===== config.mk =====
export PLATFORM = sky130hd
export DESIGN_NAME = backprop_layer_sequencer
export DESIGN_NICKNAME = d
export VERILOG_FILES = /design/src/rtl/backprop_layer_sequencer.sv
export SDC_FILE = /design/constraint.sdc
export NUM_CORES = 1
export LEC_CHECK = 0
export CAP_MARGIN = 15
export CELL_PAD_IN_SITES_DETAIL_PLACEMENT = 1
export CELL_PAD_IN_SITES_GLOBAL_PLACEMENT = 1
export CORE_ASPECT_RATIO = 0.7
export CORE_MARGIN = 8
export CORE_UTILIZATION = 30
export DETAILED_ROUTE_END_ITERATION = 16
export GPL_TIMING_DRIVEN = 1
export PLACE_DENSITY_LB_ADDON = 0.3
export SLEW_MARGIN = 10
export SYNTH_ARGS = -nofsm -noshare
export SYNTH_HDL_FRONTEND = slang
export SYNTH_SLANG_ARGS = --single-unit

===== constraint.sdc =====
create_clock -name clk -period 3.9 [get_ports clk]
set_input_delay 0.78 -clock clk [delete_from_list [all_inputs] [get_ports clk]]
set_output_delay 0.78 -clock clk [all_outputs]
set_load 0.01 [all_outputs]

===== src/rtl/backprop_layer_sequencer.sv =====
// backprop_layer_sequencer
// Walks one shared backprop_neuron_core over every weight of a fully connected
// layer, in row-major order (neuron j outer, input i inner). It fetches the
// operands from the layer memories, runs the core through its enable/done
// handshake, writes the returned weight back and stores delta once per neuron.
//
// Ports
//   clk, rst                  clock, synchronous active-high reset
//   start                     job request (sampled only while idle)
//   n_out_cfg, n_in_cfg       layer shape, legal 1..MAX_OUT / 1..MAX_IN
//   lr_cfg                    learning rate, captured at an accepted start
//   busy, done                job in progress / one-cycle completion pulse
//   cfg_err, timeout_err      one-cycle pulses: rejected start / stalled core
//   nrn_rd_en, nrn_addr       neuron read (act_cur_rdata, err_rdata next cycle)
//   prev_rd_en, prev_addr     previous-layer activation read (prev_rdata next cycle)
//   w_rd_en, w_wr_en, w_addr  weight port, address j*n_in+i
//   w_rdata, w_wdata          weight read data / write data
//   dlt_wr_en, dlt_addr, dlt_wdata  per-neuron delta store
//   core_*                    registered operands to the core, results and done back
module backprop_layer_sequencer #(
  parameter int WIDTH   = 16,
  parameter int MAX_OUT = 16,
  parameter int MAX_IN  = 16,
  parameter int TIMEOUT = 64,
  parameter int OAW     = $clog2(MAX_OUT),
  parameter int IAW     = $clog2(MAX_IN),
  parameter int WAW     = $clog2(MAX_OUT * MAX_IN)
) (
  input  logic             clk,
  input  logic             rst,
  input  logic             start,
  input  logic [OAW:0]     n_out_cfg,
  input  logic [IAW:0]     n_in_cfg,
  input  logic [WIDTH-1:0] lr_cfg,
  output logic             busy,
  output logic             done,
  output logic             cfg_err,
  output logic             timeout_err,
  output logic             nrn_rd_en,
  output logic [OAW-1:0]   nrn_addr,
  input  logic [WIDTH-1:0] act_cur_rdata,
  input  logic [WIDTH-1:0] err_rdata,
  output logic             prev_rd_en,
  output logic [IAW-1:0]   prev_addr,
  input  logic [WIDTH-1:0] prev_rdata,
  output logic             w_rd_en,
  output logic             w_wr_en,
  output logic [WAW-1:0]   w_addr,
  input  logic [WIDTH-1:0] w_rdata,
  output logic [WIDTH-1:0] w_wdata,
  output logic             dlt_wr_en,
  output logic [OAW-1:0]   dlt_addr,
  output logic [WIDTH-1:0] dlt_wdata,
  output logic             core_enable,
  output logic [WIDTH-1:0] core_act_cur,
  output logic [WIDTH-1:0] core_err_sum,
  output logic [WIDTH-1:0] core_act_prev,
  output logic [WIDTH-1:0] core_weight,
  output logic [WIDTH-1:0] core_lr,
  input  logic [WIDTH-1:0] core_delta,
  input  logic [WIDTH-1:0] core_new_weight,
  input  logic             core_done
);

  localparam int WDW = $clog2(TIMEOUT + 1);
  localparam logic [OAW:0] MAX_OUT_C = (OAW+1)'(MAX_OUT);
  localparam logic [IAW:0] MAX_IN_C  = (IAW+1)'(MAX_IN);

  typedef enum logic [2:0] {
    S_IDLE, S_FETCH_N, S_FETCH_W, S_LOAD, S_RUN, S_WRITE, S_RELEASE, S_FINISH
  } state_t;

  state_t         state;
  logic [OAW-1:0] j;
  logic [IAW-1:0] i;
  logic [WAW-1:0] w_ptr;
  logic [OAW:0]   n_out_q;
  logic [IAW:0]   n_in_q;
  logic           first_w;
  logic [WDW-1:0] wd;
  logic           cfg_ok;
  logic           last_i;
  logic           last_j;

  always_comb begin
    cfg_ok = (n_out_cfg != '0) && (n_out_cfg <= MAX_OUT_C) &&
             (n_in_cfg  != '0) && (n_in_cfg  <= MAX_IN_C);
    last_i = ((IAW+1)'(i) == n_in_q  - (IAW+1)'(1));
    last_j = ((OAW+1)'(j) == n_out_q - (OAW+1)'(1));
  end

  always_ff @(posedge clk) begin
    if (rst) begin
      state         <= S_IDLE;
      j             <= '0;
      i             <= '0;
      w_ptr         <= '0;
      n_out_q       <= '0;
      n_in_q        <= '0;
      first_w       <= 1'b0;
      wd            <= '0;
      cfg_err       <= 1'b0;
      timeout_err   <= 1'b0;
      core_act_cur  <= '0;
      core_err_sum  <= '0;
      core_act_prev <= '0;
      core_weight   <= '0;
      core_lr       <= '0;
    end else begin
      cfg_err     <= 1'b0;
      timeout_err <= 1'b0;
      case (state)
        S_IDLE: begin
          if (start) begin
            if (cfg_ok) begin
              n_out_q <= n_out_cfg;
              n_in_q  <= n_in_cfg;
              core_lr <= lr_cfg;
              j       <= '0;
              i       <= '0;
              w_ptr   <= '0;
              state   <= S_FETCH_N;
            end else begin
              cfg_err <= 1'b1;
            end
          end
        end
        S_FETCH_N: begin
          first_w <= 1'b1;
          state   <= S_FETCH_W;
        end
        S_FETCH_W: begin
          // Neuron data read in FETCH_N is only valid on the first weight of the row.
          if (first_w) begin
            core_act_cur <= act_cur_rdata;
            core_err_sum <= err_rdata;
          end
          first_w <= 1'b0;
          state   <= S_LOAD;
        end
        S_LOAD: begin
          core_act_prev <= prev_rdata;
          core_weight   <= w_rdata;
          wd            <= '0;
          state         <= S_RUN;
        end
        S_RUN: begin
          if (core_done) begin
            state <= S_WRITE;
          end else if (wd == WDW'(TIMEOUT - 1)) begin
            timeout_err <= 1'b1;
            state       <= S_IDLE;
          end else begin
            wd <= wd + WDW'(1);
          end
        end
        S_WRITE: state <= S_RELEASE;
        S_RELEASE: begin
          // Wait for the core to drop done so the next enable starts a fresh op.
          if (!core_done) begin
            w_ptr <= w_ptr + WAW'(1);
            if (!last_i) begin
              i     <= i + IAW'(1);
              state <= S_FETCH_W;
            end else begin
              i <= '0;
              if (!last_j) begin
                j     <= j + OAW'(1);
                state <= S_FETCH_N;
              end else begin
                state <= S_FINISH;
              end
            end
          end
        end
        S_FINISH: state <= S_IDLE;
        default:  state <= S_IDLE;
      endcase
    end
  end

  always_comb begin
    busy        = (state != S_IDLE);
    done        = (state == S_FINISH);
    nrn_rd_en   = (state == S_FETCH_N);
    prev_rd_en  = (state == S_FETCH_W);
    w_rd_en     = (state == S_FETCH_W);
    w_wr_en     = (state == S_WRITE);
    dlt_wr_en   = (state == S_WRITE) && (i == '0);
    core_enable = (state == S_RUN);
    nrn_addr    = nrn_rd_en ? j : '0;
    prev_addr   = prev_rd_en ? i : '0;
    w_addr      = (w_rd_en || w_wr_en) ? w_ptr : '0;
    w_wdata     = w_wr_en ? core_new_weight : '0;
    dlt_addr    = dlt_wr_en ? j : '0;
    dlt_wdata   = dlt_wr_en ? core_delta : '0;
  end

endmodule

==> out/qor.csv <==
stage;metric;value;unit
power;p_leak;2.99;nW
clock_tree;root_buffer;clkbuf_16;
global_routing;overflow;0;
clock_tree;ctsLongestPathBuffers;2;
routing;drc_errors;0;
placement;place_inst;1120;
global_routing;grt_max_degree;45;
routing;vias;5299;
yosys;synth_xor_area_frac;0.0534;
power;pwr-share-seq;0.403;
timing;max_freq;283;MHz
clock_tree;post_cts_resized;0;
timing;layout_min_cycle_time;3.53;ns
critical_path;cp.required;3.12;ns
floorplanning;rows;40;
routing;ant_nets;0;
timing;max_slew_margin;0.532;
critical_path;end_kind;primary output;
timing;fin_setup_tns;0;ns
yosys;synthCells;651;
clock_tree;cts_setup_buffers;0;
timing;worst_slew_pin_slew;0.695;ns
final_layout;final_cell_mix;clkdlybuf4s50_1, nand2_1, dfxtp_1;
floorplanning;ios;268;
yosys;synth-compound-area-share;0.141;
clock_tree;clk_latency;0.41;ns
yosys;syn_nets;784;
yosys;ys_seq_area_frac;0.460;
final_layout;layout_commonest_cell;clkdlybuf4s50_1;
global_routing;grt_pass1_wl;31.3;mm
yosys;synth_edf_count;0;
power;peakVddDrop;0.260;mV
timing;setup_ws;0.370;ns
yosys;synthSimpleGateAreaFrac;0.284;
timing;slew_viol_final;0;
yosys;ys.flop_type;dfxtp_1;
min_path;hold_class;flip-flop to flip-flop;
clock_tree;h-tree-depth;4;
outcome;status;finished clean;
final_layout;syn_to_final_growth;66.3;%
yosys;yosys_warnings;0;
floorplanning;coreArea;17000;µm²
yosys;synth.area.mux_share;0.00193;
final_layout;final-seq-area;2380;µm²
floorplanning;start_util;0.304;
final_layout;post-route-util;0.506;
clock_tree;cts_made_buffers;17;
final_layout;multi_input_area;2580;µm²
clock_tree;cts_tree;yes;
yosys;synth-async-reset-ratio;0;
power;p_clk_frac;0.466;
timing;setup_viol;0;
yosys;yosys_register_bits;119;
routing;drt_wl_total;19.9;mm
critical_path;critical_path_arrival;2.75;ns
power;swShare;0.252;
timing;finalClockSkew;0.00942;ns
critical_path;cp-start-kind;flip-flop;
placement;hpwl;15.4;mm
power;power_frac_comb;0.131;
final_layout;fillers;2026;
yosys;syn-cell-area;5170;µm²
floorplanning;die_area;21800;µm²
timing;rsz0062_at_grt;false;
critical_path;crit_type;flip-flop to primary output;
final_layout;layoutNonFillerInstCount;1152;
floorplanning;die_w;173;µm
yosys;synth_top_family_by_area;simple AND/OR/NAND/NOR gates;
final_layout;finalNetCount;1041;
power;power.density;370;nW/µm²
power;p_total;3.19;mW
clock_tree;cts_hold_buffers;0;
job;cap_violations;0;
routing;dr.first_iter.drc_count;196;
yosys;synthAdderAreaFrac;0.0169;
clock_tree;clk_pin_slew;0.06;ns
yosys;yosys.cell_types.count;51;
floorplanning;die_h;126;µm
power;p_switching;0.803;mW
yosys;syn_avg_cell_area;7.95;µm²
power;intPower;2.38;mW
routing;firstDrtPassIters;5;
final_layout;diodes;0;
global_routing;grt.total_usage;0.179;
global_routing;antenna_found_initial;0;
clock_tree;numClockSinks;119;
placement;io_buffers;267;
placement;gp_congestion;0.755;
timing;post-route-period-util;0.905;
placement;dp_slack;0.722;ns
critical_path;critical_path.max_fanout;21;
global_routing;grt_pass1_vias;5494;
routing;via_per_inst;4.60;
timing;hold_viol;0;
routing;wire_per_inst;17.3;µm
final_layout;drive_gt1_frac;0.0586;
-- critical path, cell delays in order, from the launching register on --
cell	delay, ns
dfxtp_1	0.63
inv_1	0.18
nor2_1	0.20
and3_1	0.55
and2_1	0.21
clkdlybuf4s50_1	0.55
-- path summary, 6_finish.rpt --
kind	from	end	slack [ns]	cells past startpoint
worst max-delay path	state[2]	dlt_wdata[6]	0.37	5
worst min-delay path	core_act_prev[3]	core_act_prev[3]	0.45	2
worst min register to register	core_act_prev[3]	core_act_prev[3]	0.45	2
worst max register to register	state[2]	j[3]	1.52	6
-- state kept, by name, indices dropped and copies added (netlist names) --
signal / count
cfg_err: 1
core_act_cur: 16
core_act_prev: 16
core_err_sum: 16
core_lr: 16
core_weight: 16
first_w: 1
i: 4
j: 4
n_in_q: 5
n_out_q: 5
state: 3
timeout_err: 1
w_ptr: 8
wd: 7
-- synth_stat cells (all sizes together), types with 4 or more instances --
master	number	share of area
xor2	16	0.027
and2	45	0.054
nor3	6	0.0080
inv	12	0.0087
nor2b	9	0.011
buf	11	0.012
nand2	194	0.14
nor2	36	0.026
dfxtp	119	0.46
xnor2	13	0.022
nand2b	4	0.0048
a21oi	98	0.095
clkbuf	28	0.020
nand3	7	0.0068
ha	7	0.017
nand4	6	0.0073
-- power groups by stage --
| stage | clock network (mW) | logic, mW | registers [mW] |
|---|---|---|---|
| 2_1_floorplan | 0 | 0.182 | 1.30 |
| 3_3_place_gp | 0 | 0.415 | 1.31 |
| 3_5_place_dp | 0 | 0.420 | 1.31 |
| 4_1_cts | 1.53 | 0.424 | 1.28 |
| 5_1_grt | 1.58 | 0.455 | 1.29 |
| 6_report | 1.48 | 0.419 | 1.28 |
-- per-layer routing --
metal	up-vias	global-route usage	part of all wire
met1	2478	0.228	0.46
met4	0	0.0455	0.010
met5	-	0	0
li1	2646	-	-
met2	155	0.282	0.45
met3	20	0.0678	0.077
-- through the flow --
| stage | instance area, µm² | hold WS (ns) |
|---|---|---|
| global route | 8610 | 0.463 |
| global placement | 8040 | 0.441 |
| floorplan | 5170 | 0.425 |
| detailed placement | 8040 | 0.441 |
| CTS | 8610 | 0.451 |
| finish | 8610 | 0.451 |
-- final cells by class --
cell class	instances	area share
Clock buffer	21	0.0535
Sequential cell	119	0.277
Tap cell	231	0.0336
Inverter	12	0.00523
Clock inverter	11	0.0118
Multi-Input combinational cell	481	0.300
Timing Repair Buffer	277	0.319
-- cells by family after synthesis --
group / Yosys count
AND/OR/NAND/NOR: 322
AO/OA/AOI/OAI: 121
flip-flops: 119
buffers and inverters: 51
XOR/XNOR: 30
adder cells (fa/ha/maj): 7
multiplexers: 1
No activity file was read; power rests on OpenSTA's default activity.
